`config.mk`:
```
export PLATFORM = sky130hd
export DESIGN_NAME = fifo_uart_tx
export DESIGN_NICKNAME = d
export VERILOG_FILES = /design/src/rtl/fifo_uart_tx.sv
export SDC_FILE = /design/constraint.sdc
export NUM_CORES = 1
export LEC_CHECK = 0
export BUFFER_PORTS_ARGS = -buffer_cell sky130_fd_sc_hd__buf_2
export CAP_MARGIN = 25
export CORE_MARGIN = 3
export CORE_UTILIZATION = 49
export CTS_CLUSTER_SIZE = 24
export DETAILED_ROUTE_END_ITERATION = 10
export HOLD_SLACK_MARGIN = 0.1
export PLACE_DENSITY = 0.84
export SKIP_LAST_GASP = 1
export SLEW_MARGIN = 25
export SYNTH_ARGS = -nofsm -noshare
export SYNTH_HDL_FRONTEND = slang
export SYNTH_SLANG_ARGS = --single-unit
```
`constraint.sdc`:
```
create_clock -name clk -period 1.8 [get_ports clk]
set_input_delay 0 -clock clk [delete_from_list [all_inputs] [get_ports clk]]
set_output_delay 0 -clock clk [all_outputs]
set_load 0.005 [all_outputs]
```
`src/rtl/fifo_uart_tx.sv`:
```
// fifo_uart_tx: drains an 8-bit FIFO one byte at a time and shifts each byte
// out as an asynchronous serial frame (start bit, 8 data bits LSB first,
// STOP_BITS stop bits). The FIFO empty flag throttles transmission because a
// new byte is only popped from IDLE when the FIFO has data and tx_en is high.
module fifo_uart_tx #(
    parameter int CLKS_PER_BIT = 16,
    parameter int STOP_BITS    = 1
) (
    input  logic        clk,
    input  logic        reset,
    input  logic        tx_en,
    input  logic        fifo_empty,
    input  logic [7:0]  fifo_data,
    output logic        fifo_rd_en,
    output logic        tx,
    output logic        busy,
    output logic        frame_done,
    output logic [15:0] frame_count
);

    // Bit timer wide enough to hold 0..CLKS_PER_BIT-1
    localparam int TW = (CLKS_PER_BIT > 1) ? $clog2(CLKS_PER_BIT) : 1;
    localparam logic [TW-1:0] TIMER_LAST = TW'(CLKS_PER_BIT - 1);
    localparam logic [TW-1:0] TIMER_PRE  = TW'(CLKS_PER_BIT - 2);
    localparam logic [TW-1:0] TIMER_ONE  = TW'(1);
    localparam logic          STOP_LAST  = 1'(STOP_BITS - 1);

    typedef enum logic [2:0] {
        IDLE,
        LOAD,
        START,
        DATA,
        STOP
    } state_t;

    state_t        state;
    logic [7:0]    shift;
    logic [TW-1:0] timer;
    logic [2:0]    bit_idx;
    logic          stop_idx;
    logic          bit_end;

    assign bit_end = (timer == TIMER_LAST);

    // Pop only from IDLE, only when enabled and data is present, never in reset
    assign fifo_rd_en = (state == IDLE) && tx_en && !fifo_empty && !reset;

    // Any state other than IDLE means a frame is being loaded or shifted
    assign busy = (state != IDLE);

    // Frame sequencer: state, bit timer, shift register and registered line outputs
    always_ff @(posedge clk) begin
        if (reset) begin
            state       <= IDLE;
            tx          <= 1'b1;
            frame_done  <= 1'b0;
            frame_count <= 16'h0000;
            shift       <= 8'h00;
            timer       <= '0;
            bit_idx     <= 3'd0;
            stop_idx    <= 1'b0;
        end else begin
            frame_done <= 1'b0;
            case (state)
                IDLE: begin
                    timer <= '0;
                    tx    <= 1'b1;
                    if (fifo_rd_en) begin
                        state <= LOAD;
                    end
                end
                LOAD: begin
                    shift    <= fifo_data;
                    timer    <= '0;
                    bit_idx  <= 3'd0;
                    stop_idx <= 1'b0;
                    tx       <= 1'b0;
                    state    <= START;
                end
                START: begin
                    if (bit_end) begin
                        timer <= '0;
                        tx    <= shift[0];
                        state <= DATA;
                    end else begin
                        timer <= timer + TIMER_ONE;
                    end
                end
                DATA: begin
                    if (bit_end) begin
                        timer   <= '0;
                        shift   <= shift >> 1;
                        bit_idx <= bit_idx + 3'd1;
                        if (bit_idx == 3'd7) begin
                            tx    <= 1'b1;
                            state <= STOP;
                        end else begin
                            tx <= shift[1];
                        end
                    end else begin
                        timer <= timer + TIMER_ONE;
                    end
                end
                STOP: begin
                    tx <= 1'b1;
                    if (bit_end) begin
                        timer <= '0;
                        if (stop_idx == STOP_LAST) begin
                            frame_count <= frame_count + 16'd1;
                            state       <= IDLE;
                        end else begin
                            stop_idx <= stop_idx + 1'b1;
                        end
                    end else begin
                        timer <= timer + TIMER_ONE;
                        if ((stop_idx == STOP_LAST) && (timer == TIMER_PRE)) begin
                            frame_done <= 1'b1;
                        end
                    end
                end
                default: begin
                    tx    <= 1'b1;
                    timer <= '0;
                    state <= IDLE;
                end
            endcase
        end
    end

endmodule
```
==> flow_summary.json <==
{
  "p_seq_share_pct": 60.5,
  "port_buffers": 31,
  "routed_via_density": 5.37,
  "cts-root-buf": "clkbuf_4",
  "num_rows": 20,
  "initial_core_util_pct": 53.5,
  "setup_viol": 0,
  "post-route-min-period_ns": 1.67,
  "intPower_mw": 1.03,
  "synth-main-ff-cell": "dfxtp_1",
  "tns_ns": 0,
  "worst_pin_slew_ns": 0.584,
  "drc": 0,
  "rr_startpoint": "timer[1]",
  "syn_area_per_cell_sq_um": 8.40,
  "use_met2_pct": 31.2,
  "critPathCapture": "frame_count[14]",
  "finalInstanceArea_sq_um": 2110,
  "post-dp-hpwl_um": 2560,
  "grt_most_used_layer": "met2",
  "post-cts-setup-buffers": 0,
  "num_vias": 1594,
  "num_io_pins": 32,
  "seq_area_frac_synth_pct": 42.1,
  "path_clk_slew_ns": 0.10,
  "gp_congestion": 0.818,
  "status": "complete, no violations",
  "synth_cell_types": 36,
  "ff2ff_setup_slack_ns": 0.13,
  "path_cells": "ha_1 > nand4_2 > or3_1 > nor2_1 > mux2_2",
  "finalNetCount": 270,
  "synthCells": 204,
  "coreArea_sq_um": 3200,
  "die-area_sq_um": 4240,
  "drtAntennaViolNets": 0,
  "final_util_pct": 66.0,
  "max_slew_margin_pct": 61.1,
  "fin_cells": 297,
  "synth_nets": 221,
  "r2r-end": "frame_count[14]",
  "wirelength_um": 3790,
  "max_stage_delay_ns": 0.43,
  "crit_type": "flip-flop to flip-flop",
  "ys_seq_elements": 36,
  "grt_use_total_pct": 20.1,
  "die_x_um": 65.1,
  "drive_gt1_share_pct": 22.1,
  "post_dp_cell_area_sq_um": 1970,
  "switching_share_pct": 25.1,
  "drt_iter0_drc": 148,
  "power_density_nw_per_um2": 650,
  "yosys_warnings": 0,
  "timing_hold_violations_final": 0,
  "skew_ns": 0.00445,
  "use_met1_pct": 27.1,
  "dp_cells": 281,
  "async_reset_ff_share_pct": 0,
  "grt_max_degree": 34,
  "clock_sinks": 36,
  "cap_violations": 0,
  "switching_power_mw": 0.344,
  "grt_pass1_vias": 1545,
  "firstDrtPassIters": 4,
  "min_path_type": "input port to flip-flop",
  "start_kind": "flip-flop",
  "dieHeight_um": 65.1,
  "htreeDepth": 2,
  "wl_per_cell_um": 12.8,
  "post-route-period-util_pct": 93.0,
  "worstPathRequired_ns": 2.04,
  "rsz0062_at_grt": "true",
  "clockPowerShare_pct": 28.9,
  "clock_path_buffers": 2,
  "overflow": 0,
  "grt_antenna_before_repair": 0,
  "synth_edf_count": 0,
  "timing.hold.ws_ns": 0.137,
  "crit_arrival_ns": 1.92,
  "cts_tree": "yes",
  "p_leak_nw": 0.873,
  "pwr-share-comb_pct": 10.6,
  "ir_drop_v": 0.000448,
  "cpMaxStageDelayCell": "or3_1",
  "timing.fmax_mhz": 597,
  "drv_slew": 0,
  "syn_to_final_growth_pct": 23.4,
  "diodes": 0,
  "clock_latency_ns": 0.34,
  "synth_area_sq_um": 1710,
  "cts_inserted_buffers": 5,
  "use_met3_pct": 4.10,
  "rr_worst_depth": 5,
  "grt_pass1_wl_um": 6750,
  "startpoint": "timer[1]",
  "crit_fanout": 4,
  "crit_path_end_kind": "flip-flop"
}
-- what timing repair did --
| action | CTS | global route |
|---|---|---|
| hold buffers | 9 | 0 |
| setup endpoints to repair | 0 | 7 |
| resized for setup | 0 | 3 |
| endpoints found under the hold margin | 9 | 0 |
-- layout by cell type, fill, tap and decap left out, types with 2 or more instances in the layout --
master | synthesis | layout
a21oi_1 | 14 | 14
a311oi_1 | 6 | 6
and2_1 | 3 | 3
and3_1 | 5 | 5
and4_1 | 2 | 2
buf_2 | 1 | 31
buf_4 | 0 | 13
clkbuf_4 | 0 | 5
dfxtp_1 | 36 | 35
dlygate4sd3_1 | 0 | 9
ha_1 | 5 | 5
inv_1 | 4 | 4
mux2i_1 | 2 | 2
nand2_1 | 21 | 21
nand2b_1 | 2 | 2
nand3_1 | 16 | 16
nand4_1 | 3 | 3
nor2_1 | 23 | 23
nor2b_1 | 4 | 3
nor3_1 | 5 | 5
nor3b_1 | 2 | 2
nor4_1 | 2 | 2
o21ai_0 | 9 | 9
or3_1 | 8 | 7
xnor2_1 | 7 | 7
xor2_1 | 4 | 4
-- per-stage QoR --
stage	power (mW)	setup slack (ns)
floorplan	0.935	0.0155
CTS	1.38	0.0587
global placement	0.972	0.124
detailed placement	0.976	0.0688
global route	1.43	-0.0234
finish	1.37	0.126
-- worst min-delay path by stage --
| stage | start | slack, ns | to | depth (start not counted) |
|---|---|---|---|---|
| global placement | fifo_data[4] | 0.27 | shift[4] | 3 |
| detailed placement | fifo_data[2] | 0.28 | shift[2] | 3 |
| floorplan | reset | 0.11 | tx | 2 |
| CTS | reset | 0.13 | frame_count[0] | 2 |
| finish | reset | 0.14 | frame_count[0] | 2 |
| global route | reset | 0.17 | frame_count[7] | 2 |
-- cells in the mapped netlist, types with 5 or more instances --
cell type  instances  area, sq um
nand3_1           16         80.1
nor2_1            23         86.3
nor3_1             5         25.0
a21oi_1           14         70.1
a311oi_1           6         52.6
clkbuf_1           8         30.0
o21ai_0            9         45.0
ha_1               5         62.6
and3_1             5         31.3
dfxtp_1           36          721
xnor2_1            7         61.3
nand2_1           21         78.8
or3_1              8         50.1
-- sequential cells by signal (all words and copies together) (netlist names) --
| signal | count |
|---|---|
| shift | 8 |
| frame_done | 1 |
| frame_count | 16 |
| tx | 1 |
| state | 3 |
| timer | 4 |
| bit_idx | 3 |
-- routing by layer --
layer	vias to the layer above	part of all wire (%)
met1	721	48
met3	10	5.0
met2	42	45
met4	0	2.1
li1	821	-
met5	-	0
-- cell type report --
type,instances,area (sq um)
Fill cell,286,1090
Inverter,4,15.0
Clock buffer,6,41.3
Tap cell,44,55.1
Sequential cell,36,722
Clock inverter,1,5.00
Timing Repair Buffer,53,343
Multi-Input combinational cell,153,933
-- power by group through the flow --
stage	sequential, mW	clock, mW	combinational (mW)
detailed placement	0.849	0	0.127
CTS	0.831	0.403	0.143
floorplan	0.846	0	0.0886
finish	0.832	0.397	0.146
global placement	0.847	0	0.125
global route	0.834	0.438	0.162
-- cell families (layout without fill, tap and decap cells) --
kind of cell,Yosys count,after routing,share of synthesized area [%]
AO/OA/AOI/OAI,32,32,11.1
buffers and inverters,15,64,3.87
flip-flops,36,36,42.1
XOR/XNOR,11,11,5.62
multiplexers,3,3,1.83
adder cells (fa/ha/maj),5,5,3.65
AND/OR/NAND/NOR,102,102,31.8
-- worst max-delay path: cells and delay by family, from the launching register on --
kind / cells / cell delay (ns)
adders and majority gates: 1 / 0.18
and+or+nand+nor: 3 / 0.69
DFF: 1 / 0.37
muxes: 1 / 0.34
(Power assumes the default switching activity.)
